$ cat config.mk
export PLATFORM = sky130hd
export DESIGN_NAME = serial_rx_package
export DESIGN_NICKNAME = d
export VERILOG_FILES = /design/src/rtl/serial_rx_package_pkg.sv /design/src/rtl/serial_rx_package_serial_rx.sv /design/src/rtl/serial_rx_package.sv
export SDC_FILE = /design/constraint.sdc
export NUM_CORES = 1
export LEC_CHECK = 0
export CAP_MARGIN = 40
export CORE_UTILIZATION = 58
export DETAILED_ROUTE_END_ITERATION = 16
export PLACE_DENSITY = 0.88
export SLEW_MARGIN = 20
export SYNTH_ARGS = -nofsm -noshare
export SYNTH_HDL_FRONTEND = slang
export SYNTH_SLANG_ARGS = --single-unit
export TNS_END_PERCENT = 30
$ cat constraint.sdc
create_clock -name clk -period 4.1 [get_ports clk]
set_input_delay 0.41 -clock clk [delete_from_list [all_inputs] [get_ports clk]]
set_output_delay 0.41 -clock clk [all_outputs]
set_load 0.01 [all_outputs]
$ cat src/rtl/serial_rx_package_pkg.sv
// Shared definitions for the packaged serial link: byte-receiver state encodings
// and a width helper reused by the TX side.
package serial_rx_package_pkg;

    localparam logic [2:0] StIdle  = 3'd0;
    localparam logic [2:0] StStart = 3'd1;
    localparam logic [2:0] StData  = 3'd2;
    localparam logic [2:0] StStop  = 3'd3;
    localparam logic [2:0] StBreak = 3'd4;

    // Counter width for values 0..value-1, never narrower than one bit.
    function automatic int clog2Min1(input int value);
        int w;
        w = $clog2(value);
        return (w < 1) ? 1 : w;
    endfunction

endpackage

$ cat src/rtl/serial_rx_package_serial_rx.sv
// 8N1 byte receiver: two-flop synchroniser on rx plus the start/data/stop/break FSM.
// Emits one-cycle done or frameError pulses; state is exported for debug visibility.
module serial_rx_package_serial_rx
    import serial_rx_package_pkg::*;
#(
    parameter int WordWidth    = 8,
    parameter int ClocksPerBit = 16
) (
    input  logic                 clk,
    input  logic                 rst,
    input  logic                 rx,
    output logic [WordWidth-1:0] q,
    output logic                 done,
    output logic                 frameError,
    output logic                 startDetect,
    output logic [2:0]           state
);

    localparam int CntWidth = clog2Min1(ClocksPerBit);
    localparam int BitWidth = clog2Min1(WordWidth);
    localparam logic [CntWidth-1:0] HalfLast = CntWidth'(ClocksPerBit / 2 - 1);
    localparam logic [CntWidth-1:0] BitLast  = CntWidth'(ClocksPerBit - 1);
    localparam logic [BitWidth-1:0] WordLast = BitWidth'(WordWidth - 1);

    logic                 rxMeta;
    logic                 rxSync;
    logic [CntWidth-1:0]  clkCnt;
    logic [BitWidth-1:0]  bitCnt;
    logic [WordWidth-1:0] shiftReg;

    assign startDetect = (state == StIdle) && !rxSync;

    always_ff @(posedge clk or negedge rst) begin
        if (!rst) begin
            rxMeta <= 1'b1;
            rxSync <= 1'b1;
        end else begin
            rxMeta <= rx;
            rxSync <= rxMeta;
        end
    end

    always_ff @(posedge clk or negedge rst) begin
        if (!rst) begin
            state      <= StIdle;
            clkCnt     <= '0;
            bitCnt     <= '0;
            shiftReg   <= '0;
            q          <= '0;
            done       <= 1'b0;
            frameError <= 1'b0;
        end else begin
            done       <= 1'b0;
            frameError <= 1'b0;
            case (state)
                StIdle: begin
                    clkCnt <= '0;
                    if (!rxSync) state <= StStart;
                end
                // Resample half a bit in; a line already back high was a glitch.
                StStart: begin
                    if (clkCnt == HalfLast) begin
                        clkCnt <= '0;
                        bitCnt <= '0;
                        state  <= rxSync ? StIdle : StData;
                    end else begin
                        clkCnt <= clkCnt + 1'b1;
                    end
                end
                StData: begin
                    if (clkCnt == BitLast) begin
                        clkCnt   <= '0;
                        shiftReg <= {rxSync, shiftReg[WordWidth-1:1]};
                        if (bitCnt == WordLast) state <= StStop;
                        else bitCnt <= bitCnt + 1'b1;
                    end else begin
                        clkCnt <= clkCnt + 1'b1;
                    end
                end
                StStop: begin
                    if (clkCnt == BitLast) begin
                        clkCnt <= '0;
                        if (rxSync) begin
                            done  <= 1'b1;
                            q     <= shiftReg;
                            state <= StIdle;
                        end else begin
                            frameError <= 1'b1;
                            state      <= StBreak;
                        end
                    end else begin
                        clkCnt <= clkCnt + 1'b1;
                    end
                end
                StBreak: begin
                    if (rxSync) state <= StIdle;
                end
                default: state <= StIdle;
            endcase
        end
    end

endmodule

$ cat src/rtl/serial_rx_package.sv
// Receive side of the packaged serial link: assembles 2**AddressWidth received words,
// first word most significant, and strobes the completed package out on valid.
module serial_rx_package
    import serial_rx_package_pkg::*;
#(
    parameter int AddressWidth = 2,
    parameter int WordWidth    = 8,
    parameter int ClocksPerBit = 16,
    parameter int TimeoutBits  = 8
) (
    input  logic                                  clk,
    input  logic                                  rst,
    input  logic                                  rx,
    output logic [(2**AddressWidth)*WordWidth-1:0] data,
    output logic                                  valid,
    output logic                                  frameError,
    output logic                                  dropped
);

    localparam int Words         = 2**AddressWidth;
    localparam int PkgWidth      = Words * WordWidth;
    localparam int TimeoutClocks = TimeoutBits * ClocksPerBit;
    localparam int TimerWidth    = $clog2(TimeoutClocks + 1);
    localparam logic [AddressWidth-1:0] LastIdx   = '1;
    localparam logic [TimerWidth-1:0]   TimerLast = TimerWidth'(TimeoutClocks - 1);

    logic [WordWidth-1:0]    byteQ;
    logic                    byteDone;
    logic                    byteFrameError;
    logic                    startDetect;
    logic [2:0]              rxState;
    logic [AddressWidth-1:0] index;
    logic [AddressWidth-1:0] slot;
    logic [PkgWidth-1:0]     pkgBuf;
    logic                    pkgReady;
    logic [TimerWidth-1:0]   timer;
    logic                    counting;

    serial_rx_package_serial_rx #(
        .WordWidth   (WordWidth),
        .ClocksPerBit(ClocksPerBit)
    ) u_serial_rx (
        .clk        (clk),
        .rst        (rst),
        .rx         (rx),
        .q          (byteQ),
        .done       (byteDone),
        .frameError (byteFrameError),
        .startDetect(startDetect),
        .state      (rxState)
    );

    // frameError comes from STOP and dropped needs IDLE, so they never coincide.
    assign frameError = byteFrameError;
    assign slot       = LastIdx - index;
    // A start detect leaves IDLE on the same edge, so a coincident timeout still wins.
    assign counting   = (index != '0) && (rxState == StIdle);

    always_ff @(posedge clk or negedge rst) begin
        if (!rst) begin
            index    <= '0;
            pkgBuf   <= '0;
            pkgReady <= 1'b0;
            data     <= '0;
            valid    <= 1'b0;
            dropped  <= 1'b0;
            timer    <= '0;
        end else begin
            valid    <= 1'b0;
            dropped  <= 1'b0;
            pkgReady <= 1'b0;

            // Staging through pkgBuf keeps partial packages off data.
            if (pkgReady) begin
                data  <= pkgBuf;
                valid <= 1'b1;
            end

            if (byteDone) begin
                pkgBuf[slot*WordWidth +: WordWidth] <= byteQ;
                index <= index + 1'b1;
                if (index == LastIdx) pkgReady <= 1'b1;
            end else if (byteFrameError) begin
                index <= '0;
            end

            if (!counting) begin
                timer <= '0;
            end else if (timer == TimerLast) begin
                timer   <= '0;
                index   <= '0;
                dropped <= 1'b1;
            end else begin
                timer <= timer + 1'b1;
            end
        end
    end

endmodule
==> parameters.txt, run 1 <==
Parameter                              Value

STA
  Maximum achievable frequency ... ~480 MHz
  Post-Route Skew ... around 0.015 ns
  Worst Hold Slack ... 0.00668 ns
  Worst Max-Slew Pin Slew ... 0.699 ns
  Worst slew margin ... 0.534
  Share of the clock period used by the worst path after layout ... 0.512
  Setup slack after layout ... 2.00 ns
  Sum Neg Setup Slack ... 0 ns
  Number of pins exceeding their max-slew limit in the final report ... 0
  Total setup violations reported at the end of the flow ... 0
  Unrepaired setup endpoints after global routing ... no
  Fin crit period ... between 2 and 2.5 ns
  Final number of hold-violating endpoints ... 0

CTS
  Number of buffers inserted by hold repair at cts ... 0
  Root buf cell ... sky130_fd_sc_hd__clkbuf_8
  TritonCTS clock tree ... yes
  Total setup buffers inserted after CTS ... 0
  Clock latency reported for the late side of the worst-skew pair ... approximately 0.37 ns
  Num CTS Buffers ... 9
  Clock sink count ... 107
  # resized after CTS ... 0
  CTS H-tree lvls ... 3
  Worst-path clk slew ... 0.10 ns
  Deepest clock path buffer count ... 2

Logic synthesis
  Number of cells produced by synthesis ... approximately 310
  Number of synthesized register bits ... 107
  Most used DFF post-synth ... sky130_fd_sc_hd__dfrtp_1
  Area contributors post-synth ... sky130_fd_sc_hd__dfrtp_1 61%, sky130_fd_sc_hd__mux2_2 12%, sky130_fd_sc_hd__a22o_1 6.5%
  Mapped cell area ... approximately 0.0043 sq mm
  Number of synthesized flops with an enable pin ... 0
  Share of Yosys cell area claimed by the top area cell type ... 0.606
  Most repeated cell in the gate-level netlist after synthesis ... sky130_fd_sc_hd__dfrtp_1
  Most instantiated cells after synthesis ... 105 x sky130_fd_sc_hd__dfrtp_1, 46 x sky130_fd_sc_hd__mux2_2, 32 x sky130_fd_sc_hd__a22o_1, 21 x sky130_fd_sc_hd__nor2_1, 19 x sky130_fd_sc_hd__nand2_1
  Net count of the mapped netlist ... between 300 and 400
  Async set or reset register ratio after synthesis ... 1.00
  Register area share after synthesis ... 0.618
  Biggest area consumer among synthesized cells ... sky130_fd_sc_hd__dfrtp_1
  Yosys cell types ... 46
  Syn avg cell area ... ~14 sq um
  Number of warning messages in the yosys log ... 0

Critical path
  Largest fanout on the critical path ... 8
  Arrival time at the worst endpoint ... 2.40 ns
  Ordered list of cells on the worst path ... inv_1 -> ha_1 -> nand3_1 -> nor2_1 -> a22o_1
  Worst setup path class ... flip-flop to flip-flop
  Crit path max-delay cell type ... sky130_fd_sc_hd__dfrtp_1
  Required time reported for the critical path endpoint ... approximately 4.4 ns
  Startpoint types ... flip-flop
  Type of destination of the critical path ... flip-flop
  WP buf/inv ... 1
  Critical path's top delay family ... flip-flops
  Largest incremental delay on the critical path ... 0.57 ns

Global routing
  Global routing usage summed across all routing layers ... 0.220
  Wire length of the first global-routing pass ... 12800 microns
  Number of antenna violations at the first check in global routing ... 0
  Via count of the first global-routing pass ... about 2600
  Global-route congestion overflow total ... 0
  Largest net degree at the start of global routing ... just under 50

Power and ir drop
  Static leakage ... around 0.0024 uW
  Maximum VDD drop ... 0.346 mV
  Power density relative to cell area ... around 420 mW/mm^2
  Power consumption ... 2100 uW

Placement
  DP Worst Slack ... approximately 2 ns
  Cell area reported after detailed placement ... between 0.004 and 0.005 sq mm
  Buffers on Ports ... 37
  Sum of net half-perimeters after detailed placement ... 5330 microns
  Last weighted congestion value of the routability-driven placer ... around 0.85

Route
  First-pass detailed-route iteration total ... 4
  Overall routed net length ... approximately 7500 microns
  Initial drt markers ... about 140
  Number of remaining DRC errors ... 0
  ANT nets after route ... 0
  Per-cell via count in the routed design ... 5.58
  Post-detailed-route wirelength per cell ... approximately 16 microns
  Number of vias in the routed layout ... around 2600

Floorplan
  Die area ... between 0.007 and 0.008 sq mm
  Initial Utilization ... 0.598
  I/O pin count ... 38
  X dimension of the die ... approximately 90 microns
  Die Y-Extent ... a little under 90 microns
  Area inside the core boundary ... 0.00725 sq mm
  Row cnt ... 31

Layout
  Fraction of layout cells with a size suffix above 1 ... 0.219
  Final instance area ... 0.00504 sq mm
  Count of nets after finishing ... 368
  Area added between synthesis and finish ... 16.2%
  Diode insertion count for antenna repair ... 0

Status
  Outcome ... completed

Min path
  Worst min-delay path category ... input port to async pin

Flow run
  Number of maximum-capacitance violations ... 0
==> worst paths after layout <==
check	cells past startpoint	slack (ns)	from	to
max in group asynchronous	2	3.35	rst	u_serial_rx.rxMeta
max	5	2.00	index[0]	pkgBuf[18]
max reg2reg	5	2.00	index[0]	pkgBuf[18]
min in group clk	0	0.36	u_serial_rx.rxMeta	u_serial_rx.rxSync
min	1	0.007	rst	data[22]
min reg2reg	0	0.36	u_serial_rx.rxMeta	u_serial_rx.rxSync
==> metal layers <==
metal,part of all wire,up-vias,GRT usage
li1,-,1209,-
met1,0.47,1288,0.298
met2,0.49,53,0.359
met3,0.026,9,0.0392
met4,0.013,0,0.0806
met5,0,-,0
==> cells by family (layout without fill, tap and decap cells) <==
logic type / count (synthesis) / after routing / share of synthesized area
adders and majority gates: 10 / 10 / 0.0289
DFF: 107 / 107 / 0.618
and+or+nand+nor: 71 / 71 / 0.0964
AOI/OAI and AO/OA: 48 / 48 / 0.0878
muxes: 54 / 54 / 0.140
xor gates and xnor gates: 5 / 5 / 0.0101
buffers and inverters: 19 / 65 / 0.0188
==> where the power goes <==
part	internal [uW]	total (uW)	switching, uW	leakage, uW
logic	105	241	136	0.000791
registers	1100	1190	90.2	0.00147
clock network	298	668	370	0.000109
==> placed cells by master (no fill, tap or decap), types with 2 or more instances in the layout <==
master and count:
sky130_fd_sc_hd__clkbuf_8 9, sky130_fd_sc_hd__clkinv_4 2, sky130_fd_sc_hd__o211ai_1 2, sky130_fd_sc_hd__dfstp_2 2, sky130_fd_sc_hd__a22o_1 32, sky130_fd_sc_hd__mux2i_1 5, sky130_fd_sc_hd__nand2_1 19, sky130_fd_sc_hd__o21ai_0 6
sky130_fd_sc_hd__clkdlybuf4s50_1 36, sky130_fd_sc_hd__buf_4 3, sky130_fd_sc_hd__mux2_1 2, sky130_fd_sc_hd__mux2_2 46, sky130_fd_sc_hd__a31oi_1 2, sky130_fd_sc_hd__nand3_1 8, sky130_fd_sc_hd__inv_6 2, sky130_fd_sc_hd__nor2_1 21
sky130_fd_sc_hd__inv_1 9, sky130_fd_sc_hd__xor2_1 3, sky130_fd_sc_hd__xnor2_1 2, sky130_fd_sc_hd__dfrtp_1 105, sky130_fd_sc_hd__nor3_1 2, sky130_fd_sc_hd__ha_1 10, sky130_fd_sc_hd__a21oi_1 2
==> registers in the layout (all words and copies together), names as in the netlist <==
signal                  count
u_serial_rx.clkCnt          4
u_serial_rx.shiftReg        8
u_serial_rx.done            1
valid                       1
data                       32
index                       2
u_serial_rx.bitCnt          3
u_serial_rx.rxSync          1
u_serial_rx.rxMeta          1
dropped                     1
u_serial_rx.frameError      1
pkgBuf                     32
timer                       8
pkgReady                    1
u_serial_rx.q               8
u_serial_rx.state           3
==> final cells by class <==
class / instances / area, sq um
Sequential cell: 107 / 2680
Clock inverter: 7 / 92.6
Timing Repair Buffer: 40 / 410
Tap cell: 99 / 124
Fill cell: 490 / 2220
Multi-Input combinational cell: 188 / 1570
Clock buffer: 9 / 124
Inverter: 9 / 33.8
==> stage by stage <==
| step | cells | utilization |
|---|---|---|
| after detailed placement | 443 | 0.665 |
| after CTS | 459 | 0.694 |
| after global routing | 459 | 0.694 |
| after global placement | 442 | 0.661 |
| after floorplan | 314 | - |
| final | 459 | 0.694 |
(Power assumes the default switching activity.)
==> run 2: changes to the inputs <==
- CORE_UTILIZATION: 58 -> 51
- PLACE_DENSITY: 0.88 -> 0.83
- clock period: 4.1 -> 1.7 ns (I/O delays scaled with it)
==> parameters.txt, run 2 (same netlist as run 1, synthesis figures left out) <==
Parameter                              Value

Floorplan
  Row cnt ... 33 (+6.5%)
  X dimension of the die ... 94.2 microns (+6.5%)
  Area inside the core boundary ... 0.00822 sq mm (+13%)
  Die Y-Extent ... 94.2 microns (+6.5%)
  Die area ... 0.00887 sq mm (+13%)
  Initial Utilization ... 0.527 (-0.0701)
  I/O pin count ... 38 (unchanged)

CTS
  TritonCTS clock tree ... yes
  CTS H-tree lvls ... 3 (unchanged)
  Deepest clock path buffer count ... 2 (unchanged)
  Clock sink count ... 107 (unchanged)
  Root buf cell ... sky130_fd_sc_hd__clkbuf_8
  Num CTS Buffers ... 9 (unchanged)
  Worst-path clk slew ... 0.10 ns (about the same)
  Clock latency reported for the late side of the worst-skew pair ... 0.36 ns (about the same)

Route
  Overall routed net length ... 8040 microns (+6.7%)
  ANT nets after route ... 0 (unchanged)
  Number of vias in the routed layout ... 2704 (+5.7%)
  Post-detailed-route wirelength per cell ... 16.5 microns (+0.74%)
  First-pass detailed-route iteration total ... 4 (unchanged)
  Initial drt markers ... 133 (-1.5%)
  Number of remaining DRC errors ... 0 (unchanged)
  Per-cell via count in the routed design ... 5.56 (-0.20%)

STA
  Share of the clock period used by the worst path after layout ... 0.991 (+0.478)
  Post-Route Skew ... 0.0150 ns (+0.000377 ns)
  Worst slew margin ... 0.617 (+0.0828)
  Final number of hold-violating endpoints ... 0 (unchanged)
  Sum Neg Setup Slack ... 0 ns (unchanged)
  Fin crit period ... 1.68 ns (-0.417 ns)
  Worst Max-Slew Pin Slew ... 0.575 ns (-0.124 ns)
  Setup slack after layout ... 0.0153 ns (-1.98 ns)
  Unrepaired setup endpoints after global routing ... yes
  Total setup violations reported at the end of the flow ... 0 (unchanged)
  Number of pins exceeding their max-slew limit in the final report ... 0 (unchanged)
  Maximum achievable frequency ... 594 MHz (+25%)

Critical path
  Worst flop-to-flop path startpoint ... u_serial_rx.clkCnt[0]
  Worst setup path class ... flip-flop to flip-flop
  Largest fanout on the critical path ... 4 (-4)
  Startpoint types ... flip-flop
  Arrival time at the worst endpoint ... 1.94 ns (-0.46 ns)
  End point of the critical path ... u_serial_rx.q[2]
  Minimum setup slack among reg-to-reg paths ... 0.02 ns (-1.98 ns)
  Critical path origin ... u_serial_rx.clkCnt[0]
  R2R Path End ... u_serial_rx.q[2]
  Required time reported for the critical path endpoint ... 1.96 ns (-2.44 ns)
  Logic depth of the worst register-to-register path ... 6 (+1)
  Type of destination of the critical path ... flip-flop

Layout
  Final instance area ... 0.00525 sq mm (+4.1%)
  Fraction of layout cells with a size suffix above 1 ... 0.278 (+0.0588)
  Most common cell after layout, fill and taps aside ... sky130_fd_sc_hd__dfrtp_1
  Area added between synthesis and finish ... 21.0%
  Count of nets after finishing ... 389 (+5.7%)
  Biggest regs ... data: 32 flops, pkgBuf: 32 flops
  Leading cell types in the layout, fill and taps excluded ... 104 x sky130_fd_sc_hd__dfrtp_1, 45 x sky130_fd_sc_hd__mux2_2, 36 x sky130_fd_sc_hd__clkdlybuf4s50_1
  Diode insertion count for antenna repair ... 0 (unchanged)

Placement
  Sum of net half-perimeters after detailed placement ... 5290 microns (-0.81%)
  Cell area reported after detailed placement ... 0.00492 sq mm (+2.1%)
  Last weighted congestion value of the routability-driven placer ... 0.755 (-11%)
  DP Worst Slack ... -0.0219 ns (-2.07 ns)
  Buffers on Ports ... 37 (unchanged)

Global routing
  Number of antenna violations at the first check in global routing ... 0 (unchanged)
  Global routing usage summed across all routing layers ... 0.193 (-0.0271)
  Wire length of the first global-routing pass ... 13000 microns (+1.8%)
  Via count of the first global-routing pass ... 2621 (+2.2%)
  Largest net degree at the start of global routing ... 108 (+120%)
  Global-route congestion overflow total ... 0 (unchanged)

Status
  Outcome ... completed

Min path
  Worst min-delay path category ... input port to flip-flop

Power and ir drop
  Power density relative to cell area ... 986 mW/mm^2 (+140%)
  Static leakage ... 0.00246 uW (+3.7%)
  Maximum VDD drop ... 0.703 mV (+100%)
  Power consumption ... 5170 uW (+150%)

Flow run
  Number of maximum-capacitance violations ... 0 (unchanged)
[run 2: area by class of cell]
class | count | area, sq um
clock buffer | 10 | 138
clock inverter | 6 | 53.8
fill | 614 | 2970
inverter | 9 | 33.8
multi-input combinational | 189 | 1650
sequential | 107 | 2680
tap | 105 | 131
timing repair buffer | 60 | 559
[run 2: critical path, stage by stage, from the launching register on]
cell and delay [ns]:
sky130_fd_sc_hd__dfrtp_1 0.37, sky130_fd_sc_hd__ha_2 0.21, sky130_fd_sc_hd__nand2_2 0.12, sky130_fd_sc_hd__nor3b_4 0.31, sky130_fd_sc_hd__buf_6 0.15, sky130_fd_sc_hd__nand4_4 0.11, sky130_fd_sc_hd__mux2_2 0.30
[run 2: worst min-delay path by stage]
stage / endpoint / from / depth (start not counted)
floorplan: data[0] / rst / 0
global placement: data[27] / rst / 2
detailed placement: data[28] / rst / 2
CTS: u_serial_rx.rxMeta / rx / 1
global route: u_serial_rx.rxMeta / rx / 1
finish: u_serial_rx.rxMeta / rx / 1
[run 2: what timing repair did]
action | CTS | global route
gates cloned | 0 | 1
hold buffers | 1 | 0
endpoints found under the hold margin | 105 | 0
buffers inserted | 0 | 6
endpoints found under the setup margin | 19 | 53
pin swaps | 0 | 4
resized for setup | 3 | 11
[run 2: per-layer routing]
metal | GRT usage | part of all wire | vias up
li1 | - | - | 1261
met1 | 0.259 | 0.46 | 1366
met2 | 0.312 | 0.49 | 66
met3 | 0.0340 | 0.034 | 11
met4 | 0.0744 | 0.018 | 0
met5 | 0 | 0 | -
[run 2: through the flow]
| step | cells | util | hold WS (ns) |
|---|---|---|---|
| floorplan | 314 | - | -0.126 |
| global placement | 462 | 0.599 | 0.280 |
| detailed placement | 462 | 0.599 | 0.281 |
| CTS | 479 | 0.625 | 0.203 |
| global route | 486 | 0.638 | 0.206 |
| finish | 486 | 0.638 | 0.214 |
[run 2: report_power, final]
group	switching [uW]	internal (uW)	total [uW]	leakage, uW
clock	861	602	1460	0.0000958
combinational	540	415	955	0.000893
sequential	102	2650	2750	0.00147
==> run 3: changes to the inputs <==
- CORE_UTILIZATION: 51 -> 58
- HOLD_SLACK_MARGIN: default -> 0.15
- PLACE_DENSITY: 0.83 -> 0.88
- SETUP_SLACK_MARGIN: default -> 0.2
- clock period: 1.7 -> 2 ns (I/O delays scaled with it)
==> parameters.txt, run 3 (same netlist as run 1, synthesis figures left out) <==
Parameter                              Value

STA
  Total setup violations reported at the end of the flow ... 0 (unchanged)
  Post-Route Skew ... 0.00936 ns (-0.00559 ns)
  Number of pins exceeding their max-slew limit in the final report ... 0 (unchanged)
  Final number of hold-violating endpoints ... 0 (unchanged)
  Sum Neg Setup Slack ... 0 ns (unchanged)
  Maximum achievable frequency ... 555 MHz (-6.5%)
  Share of the clock period used by the worst path after layout ... 0.901 (-0.0897)
  Fin crit period ... 1.80 ns (+0.118 ns)
  Worst slew margin ... 0.607 (-0.00935)
  Worst Max-Slew Pin Slew ... 0.580 ns (+0.00486 ns)
  Worst Hold Slack ... 0.231 ns (+0.0170 ns)
  Unrepaired setup endpoints after global routing ... yes

CTS
  Worst-path clk slew ... 0.10 ns (about the same)
  Deepest clock path buffer count ... 2 (unchanged)
  Clock latency reported for the late side of the worst-skew pair ... 0.36 ns (about the same)
  Num CTS Buffers ... 9 (unchanged)
  TritonCTS clock tree ... yes
  CTS H-tree lvls ... 3 (unchanged)
  Clock sink count ... 107 (unchanged)
  Root buf cell ... sky130_fd_sc_hd__clkbuf_8

Flow run
  Number of maximum-capacitance violations ... 0 (unchanged)

Route
  Initial drt markers ... 125 (-6.0%)
  Per-cell via count in the routed design ... 5.51 (-0.99%)
  Post-detailed-route wirelength per cell ... 16.2 microns (-1.9%)
  Number of remaining DRC errors ... 0 (unchanged)
  Number of vias in the routed layout ... 2556 (-5.5%)
  First-pass detailed-route iteration total ... 4 (unchanged)
  Overall routed net length ... 7530 microns (-6.3%)
  ANT nets after route ... 0 (unchanged)

Layout
  Area added between synthesis and finish ... 17.4%
  Fraction of layout cells with a size suffix above 1 ... 0.236 (-0.0426)
  Leading cell types in the layout, fill and taps excluded ... 105 x sky130_fd_sc_hd__dfrtp_1, 46 x sky130_fd_sc_hd__mux2_2, 36 x sky130_fd_sc_hd__clkdlybuf4s50_1
  Cell Count, Final, Fillers Out ... 464 (-4.5%)
  Count of nets after finishing ... 373 (-4.1%)
  Most common cell after layout, fill and taps aside ... sky130_fd_sc_hd__dfrtp_1
  Diode insertion count for antenna repair ... 0 (unchanged)
  Biggest regs ... data: 32 flops, pkgBuf: 32 flops

Critical path
  Required time reported for the critical path endpoint ... 2.30 ns (+0.34 ns)
  Worst setup path class ... flip-flop to flip-flop
  Type of destination of the critical path ... flip-flop
  Arrival time at the worst endpoint ... 2.10 ns (+0.16 ns)
  Largest fanout on the critical path ... 8 (+4)
  Startpoint types ... flip-flop

Global routing
  Via count of the first global-routing pass ... 2513 (-4.1%)
  Number of antenna violations at the first check in global routing ... 0 (unchanged)
  Global routing usage summed across all routing layers ... 0.219 (+0.0266)
  Wire length of the first global-routing pass ... 12600 microns (-2.9%)
  Largest net degree at the start of global routing ... 62 (-43%)
  Global-route congestion overflow total ... 0 (unchanged)

Status
  Outcome ... completed

Floorplan
  Die Y-Extent ... 88.4 microns (-6.1%)
  X dimension of the die ... 88.4 microns (-6.1%)
  Row cnt ... 31 (-6.1%)
  I/O pin count ... 38 (unchanged)
  Die area ... 0.00782 sq mm (-12%)
  Area inside the core boundary ... 0.00725 sq mm (-12%)
  Initial Utilization ... 0.598 (+0.0701)

Power and ir drop
  Power density relative to cell area ... 842 mW/mm^2 (-15%)
  Maximum VDD drop ... 0.591 mV (-16%)
  Static leakage ... 0.00239 uW (-2.8%)

Min path
  Worst min-delay path category ... input port to flip-flop

Placement
  Buffers on Ports ... 37 (unchanged)
  Number of placed cells counting well taps ... 446 (-3.5%)
  Sum of net half-perimeters after detailed placement ... 5400 microns (+2.2%)
  Last weighted congestion value of the routability-driven placer ... 0.805 (+6.5%)
## run 3: cell count changes in the layout (fill, tap and decap cells not counted), sizes merged
cell / delta
buf: -15
bufinv: +1
clkbuf: -1
clkinv: +3
inv: -3
nand4: -1
## run 3: timing repair
action	in CTS	in global routing
pin swaps	0	3
hold endpoints to repair	105	0
resized for setup	1	5
setup buffers	0	1
setup endpoints to repair	16	44
hold buffers	1	0
## run 3: cell type report
class	count	area (sq um)
Clock inverter	7	77.6
Multi-Input combinational cell	188	1590
Inverter	9	33.8
Timing Repair Buffer	45	455
Tap cell	99	124
Clock buffer	9	124
Sequential cell	107	2680
Fill cell	502	2160
## run 3: metal layers
layer,global-route usage,vias up,wire length (microns)
met3,0.0560,8,235
met5,0,-,0
met2,0.372,52,3820
li1,-,1220,-
met1,0.281,1276,3390
met4,0.0630,0,82
## run 3: worst paths after layout
kind	start	end	slack, ns	cells past startpoint
setup / recovery	index[1]	pkgBuf[19]	0.20	5
max in group asynchronous	rst	u_serial_rx.rxSync	1.10	3
hold / removal	rx	u_serial_rx.rxMeta	0.23	1
hold reg to reg	u_serial_rx.rxMeta	u_serial_rx.rxSync	0.37	0
min in group asynchronous	rst	data[22]	0.25	2
setup reg to reg	index[1]	pkgBuf[19]	0.20	5
## run 3: worst max-delay path, cell delays in order (launching register included)
cell                      delay [ns]
sky130_fd_sc_hd__dfrtp_1        0.43
sky130_fd_sc_hd__inv_1          0.11
sky130_fd_sc_hd__ha_1           0.45
sky130_fd_sc_hd__nand3_1        0.12
sky130_fd_sc_hd__nor2_1         0.43
sky130_fd_sc_hd__a22o_1         0.21
## run 3: power breakdown
part	switching, uW	total [uW]	internal, uW
Sequential	158	2410	2250
Combinational	323	578	255
Clock	709	1300	587
## run 3: through the flow
stage	area, sq um	utilization	power, uW	setup slack, ns
global placement	4850	0.668	2960	0.242
global route	5090	0.702	4510	0.0881
finish	5090	0.702	4280	0.197
CTS	5060	0.698	4310	0.155
detailed placement	4850	0.668	3010	0.151
floorplan	4330	-	2830	0.262
